## src/rtl/lcd_bus_driver.sv

```systemverilog
// rtl/lcd_bus_driver.sv - HD44780 write-only bus timing engine for the DE2 character LCD
//
// Turns one byte-write request (valid/ready handshake) into a complete LCD
// bus cycle. The sequence is RS/DATA setup, an EN strobe, hold, and then a
// fixed controller execution wait. Busy-flag reads are not used.
//
// Ports:
//   clk        system clock (CLOCK_50)
//   rst        asynchronous active-high reset
//   req_valid  request present
//   req_ready  idle and able to accept
//   req_rs     0 = instruction, 1 = data
//   req_data   byte to write
//   busy       inverse of req_ready
//   lcd_data   LCD data bus (latched on accept)
//   lcd_rs     LCD register select (latched on accept)
//   lcd_rw     LCD read/write, tied low
//   lcd_en     LCD enable strobe, straight from a flop

module lcd_bus_driver #(
   parameter int T_SETUP     = 3,
   parameter int T_EN_HIGH   = 12,
   parameter int T_HOLD      = 1,
   parameter int T_EXEC      = 2000,
   parameter int T_EXEC_LONG = 82000
) (
   input  logic       clk,
   input  logic       rst,
   input  logic       req_valid,
   output logic       req_ready,
   input  logic       req_rs,
   input  logic [7:0] req_data,
   output logic       busy,
   output logic [7:0] lcd_data,
   output logic       lcd_rs,
   output logic       lcd_rw,
   output logic       lcd_en
);

   localparam int CW = $clog2(T_EXEC_LONG + 1);

   typedef enum logic [2:0] {
      IDLE  = 3'd0,
      SETUP = 3'd1,
      PULSE = 3'd2,
      HOLD  = 3'd3,
      WAIT  = 3'd4
   } state_t;

   state_t        state;
   state_t        state_nxt;
   logic [CW-1:0] cnt;
   logic          cnt_zero;
   logic          long_sel;
   logic          accept;
   logic          req_long;

   assign cnt_zero = (cnt == '0);
   assign accept   = req_valid && (state == IDLE);

   // Clear display (0x01) and return home (0x02/0x03) need the long execution wait.
   assign req_long = !req_rs && (req_data == 8'h01 || req_data == 8'h02 || req_data == 8'h03);

   // State register
   always_ff @(posedge clk or posedge rst) begin
      if (rst) begin
         state <= IDLE;
      end else begin
         state <= state_nxt;
      end
   end

   // Next-state logic
   always_comb begin
      state_nxt = state;
      case (state)
         IDLE:    if (req_valid) state_nxt = SETUP;
         SETUP:   if (cnt_zero)  state_nxt = PULSE;
         PULSE:   if (cnt_zero)  state_nxt = HOLD;
         HOLD:    if (cnt_zero)  state_nxt = WAIT;
         WAIT:    if (cnt_zero)  state_nxt = IDLE;
         default: state_nxt = IDLE;
      endcase
   end

   // Outputs decoded from state
   always_comb begin
      req_ready = (state == IDLE);
      busy      = (state != IDLE);
   end

   assign lcd_rw = 1'b0;

   // Counter and bus registers. lcd_en is set and cleared on the same edges
   // that move the FSM into and out of PULSE, so it stays glitch-free.
   always_ff @(posedge clk or posedge rst) begin
      if (rst) begin
         cnt      <= '0;
         lcd_en   <= 1'b0;
         lcd_data <= 8'h00;
         lcd_rs   <= 1'b0;
         long_sel <= 1'b0;
      end else begin
         case (state)
            IDLE: begin
               if (accept) begin
                  lcd_rs   <= req_rs;
                  lcd_data <= req_data;
                  long_sel <= req_long;
                  cnt      <= CW'(T_SETUP - 1);
               end
            end
            SETUP: begin
               if (cnt_zero) begin
                  cnt    <= CW'(T_EN_HIGH - 1);
                  lcd_en <= 1'b1;
               end else begin
                  cnt <= cnt - 1'b1;
               end
            end
            PULSE: begin
               if (cnt_zero) begin
                  cnt    <= CW'(T_HOLD - 1);
                  lcd_en <= 1'b0;
               end else begin
                  cnt <= cnt - 1'b1;
               end
            end
            HOLD: begin
               if (cnt_zero) begin
                  cnt <= long_sel ? CW'(T_EXEC_LONG - 1) : CW'(T_EXEC - 1);
               end else begin
                  cnt <= cnt - 1'b1;
               end
            end
            WAIT: begin
               if (!cnt_zero) begin
                  cnt <= cnt - 1'b1;
               end
            end
            default: begin
               cnt    <= '0;
               lcd_en <= 1'b0;
            end
         endcase
      end
   end

endmodule

```

## config.mk

```make
export PLATFORM = sky130hd
export DESIGN_NAME = lcd_bus_driver
export DESIGN_NICKNAME = d
export VERILOG_FILES = /design/src/rtl/lcd_bus_driver.sv
export SDC_FILE = /design/constraint.sdc
export NUM_CORES = 1
export LEC_CHECK = 0
export BUFFER_PORTS_ARGS = -buffer_cell sky130_fd_sc_hd__buf_2
export CORE_MARGIN = 5
export CORE_UTILIZATION = 45
export CTS_CLUSTER_SIZE = 30
export DETAILED_ROUTE_END_ITERATION = 12
export HOLD_SLACK_MARGIN = 0.12
export SLEW_MARGIN = 20
export SYNTH_ARGS = -nofsm -noshare
export SYNTH_HDL_FRONTEND = slang
export SYNTH_SLANG_ARGS = --single-unit
```

## constraint.sdc

```tcl
create_clock -name clk -period 3.9 [get_ports clk]
set_clock_uncertainty 0.2 [all_clocks]
set_input_delay 0.78 -clock clk [delete_from_list [all_inputs] [get_ports clk]]
set_output_delay 0.78 -clock clk [all_outputs]
set_load 0.005 [all_outputs]
```

==> results.sh <==
export IMPL_status="complete, no violations"
export IMPL_fillers=413
export IMPL_synth_cells=234
export IMPL_p_switching_mw=0.563
export IMPL_ys_warn_count=0
export IMPL_ys_seq_area_share_pct=39.6
export IMPL_clkTransAtPathRegs_ns=0.07
export IMPL_synth_area_um2=1960
export IMPL_viasPerCell=6.03
export IMPL_ios=25
export IMPL_avgSynthCellArea_um2=8.38
export IMPL_detailedRoute_firstIterationViolations=111
export IMPL_cp_start_kind="register"
export IMPL_drc=0
export IMPL_final_max_slew_viol_count=0
export IMPL_max_cap_violations=0
export IMPL_core_um2=4290
export IMPL_area_growth_pct=12.1
export IMPL_drtAntennaViolNets=0
export IMPL_hold_buffers=0
export IMPL_ctsResizeCount=0
export IMPL_synth_area_leader_cell="dfrtp_1"
export IMPL_die_w_um=76.0
export IMPL_grt_pass1_vias=1754
export IMPL_synth_flop_cell="dfrtp_1"
export IMPL_worstPathMaxFanout=10
export IMPL_ys_ff_latch=31
export IMPL_synthesis_nets=247
export IMPL_endpoint_kind="register"
export IMPL_num_vias=1838
export IMPL_initial_utilization_pct=45.7
export IMPL_clk_latency_ns=0.29
export IMPL_final_layout_size_suffix_gt1_share_pct=17.8
export IMPL_dr_pass1_iters=4
export IMPL_synth_most_common_cell="nand2_1"
export IMPL_cts_buffer_depth=2
export IMPL_p_seq_share_pct=42.4
export IMPL_period_needed_ns=3.10
export IMPL_overflow=0
export IMPL_die_h_um=76.0
export IMPL_synth_async_reset_ratio_pct=100
export IMPL_leakage_nw=0.927
export IMPL_numCtsBuffers=5
export IMPL_grt_antenna_before_repair=0
export IMPL_grtUsageTotal_pct=18.1
export IMPL_dp_hpwl_mm=3.66
export IMPL_worst_pin_slew_ns=0.752
export IMPL_clkPwrFrac_pct=20.6
export IMPL_hold_violations=0
export IMPL_synthTopCellsByArea="dfrtp_1 (40%), nand2_1 (7.5%), o21ai_0 (3.8%), nor4_1 (3.5%), a21oi_1 (2.8%)"
export IMPL_hp_class="input port to asynchronous set/reset pin"
export IMPL_synth_common_cells="nand2_1 (39), dfrtp_1 (31), o21ai_0 (15), nor2_1 (12)"
export IMPL_synth_edf_count=0
export IMPL_fin_tns_setup_ns=0
export IMPL_post_drt_wl_per_cell_um=16.8
export IMPL_fmax_ghz=0.322
export IMPL_cts_tree="done"
export IMPL_vdd_ir_drop_max_mv=0.268
export IMPL_cp_required_ns=3.83
export IMPL_cpMaxStageDelayCell="or4_1"
export IMPL_place_port_buffers=23
export IMPL_sw_frac_of_total_pct=40.2
export IMPL_internal_power_mw=0.837
export IMPL_p_comb_share_pct=37.0
export IMPL_clock_sinks=31
export IMPL_ctsRootBufferMaster="clkbuf_8"
export IMPL_grt_busiest_layer="met2"
export IMPL_dpl_instance_area_um2=2090
export IMPL_grt_pass1_wl_mm=8.70
export IMPL_max_stage_delay_ns=0.79
export IMPL_use_met1_pct=25.2
export IMPL_dieArea_um2=5780
export IMPL_place_congestion=0.878
export IMPL_cts_setup_buffers=0
export IMPL_slew_headroom_pct=49.5
export IMPL_rsz0062_at_grt="false"
export IMPL_final_area_um2=2200
export IMPL_fin_nets=265
export IMPL_power_density_nw_per_um2=637
export IMPL_synth_top_area_share_pct=39.6
export IMPL_worstSetupPathType="register to register"
export IMPL_grt_max_degree=29
export IMPL_drt_wl_total_mm=5.13
export IMPL_setup_viol=0
export IMPL_synth_cell_types=49
export IMPL_worstPathCellList="inv_1, ha_1, or3b_1, or4_1, o21ai_2, a2111o_1, a21oi_1"
export IMPL_h_tree_depth=2
export IMPL_cp_arrival_ns=3.04
export IMPL_grt_met3_usage_pct=4.61
export IMPL_fin_crit_sh_pct=79.5
export IMPL_antenna_cells=0
export IMPL_num_rows=24
export IMPL_use_met2_pct=26.9
-- through the flow --
stage / util, % / worst slack, ns / total power, mW / cells / hold WS [ns]
after global placement: 48.8 / 0.878 / 1.10 / 297 / 0.254
after global routing: 51.2 / 0.601 / 1.52 / 305 / 0.166
after CTS: 51.2 / 0.809 / 1.40 / 305 / 0.161
final: 51.2 / 0.798 / 1.40 / 305 / 0.164
after floorplan: - / 1.30 / 0.965 / 234 / 0.270
after detailed placement: 48.8 / 0.840 / 1.11 / 297 / 0.258
-- sequential cells by signal, summed over array words and instances, names as in the netlist --
name      flops
cnt          17
lcd_data      8
state         3
lcd_en        1
lcd_rs        1
long_sel      1
-- area by class of cell --
type                            count  area (µm²)  share of cell area (%)
Clock buffer                        7        96.3                    4.38
Clock inverter                      1        7.51                   0.341
Inverter                            8        30.0                    1.37
Multi-Input combinational cell    180        1090                    49.4
Sequential cell                    31         776                    35.3
Tap cell                           52        65.1                    2.96
Timing Repair Buffer               26         138                    6.26
-- power groups by stage --
stage / logic, mW / clock network [mW] / registers, mW
floorplan: 0.403 / 0 / 0.562
global placement: 0.510 / 0 / 0.595
detailed placement: 0.517 / 0 / 0.596
CTS: 0.520 / 0.293 / 0.591
global route: 0.588 / 0.307 / 0.621
finish: 0.519 / 0.288 / 0.593
-- worst paths after layout --
kind | cells past startpoint | slack, ns | from | end
max in group asynchronous | 3 | 2.75 | rst | cnt[4]
min reg2reg | 2 | 0.27 | lcd_data[6] | lcd_data[6]
min | 2 | 0.16 | rst | lcd_data[6]
min in group clk | 2 | 0.27 | lcd_data[6] | lcd_data[6]
max reg2reg | 7 | 0.80 | cnt[0] | cnt[15]
max | 7 | 0.80 | cnt[0] | cnt[15]
-- worst max-delay path, delay by kind of cell, from the launching register on --
family | cells | cell delay [ns]
simple gates | 2 | 1.33
buf+inv | 1 | 0.12
compound gates | 3 | 0.71
fa+ha+maj | 1 | 0.19
flops | 1 | 0.39
-- cell families after synthesis --
group / after synthesis / share of synthesized area (%)
AND/OR/NAND/NOR: 107 / 28.9
multiplexers: 3 / 1.60
AO/OA/AOI/OAI: 63 / 21.8
flip-flops: 31 / 39.6
adder cells (fa/ha/maj): 1 / 0.638
other: 1 / 0.191
XOR/XNOR: 5 / 2.23
buffers and inverters: 23 / 5.04
-- metal layers --
metal,vias up,wire [µm]
met1,862,2370
met5,-,0
met4,0,121
met3,16,321
li1,897,-
met2,63,2320
-- placed cells by master, fill, tap and decap left out, drive strengths merged, types with 3 or more instances in the layout --
cell | Yosys | final
a2111o | 3 | 3
a211oi | 4 | 4
a21oi | 11 | 11
a31oi | 3 | 3
buf | 5 | 26
clkbuf | 10 | 7
dfrtp | 31 | 31
inv | 8 | 8
nand2 | 39 | 39
nand3 | 10 | 10
nor2 | 14 | 14
nor2b | 4 | 4
nor3 | 8 | 8
nor4 | 13 | 13
o211ai | 6 | 6
o21ai | 16 | 16
o31ai | 3 | 3
o41ai | 3 | 3
or2 | 3 | 3
or3 | 4 | 4
or4 | 6 | 6
xnor2 | 3 | 3
No activity file was read; power rests on OpenSTA's default activity.
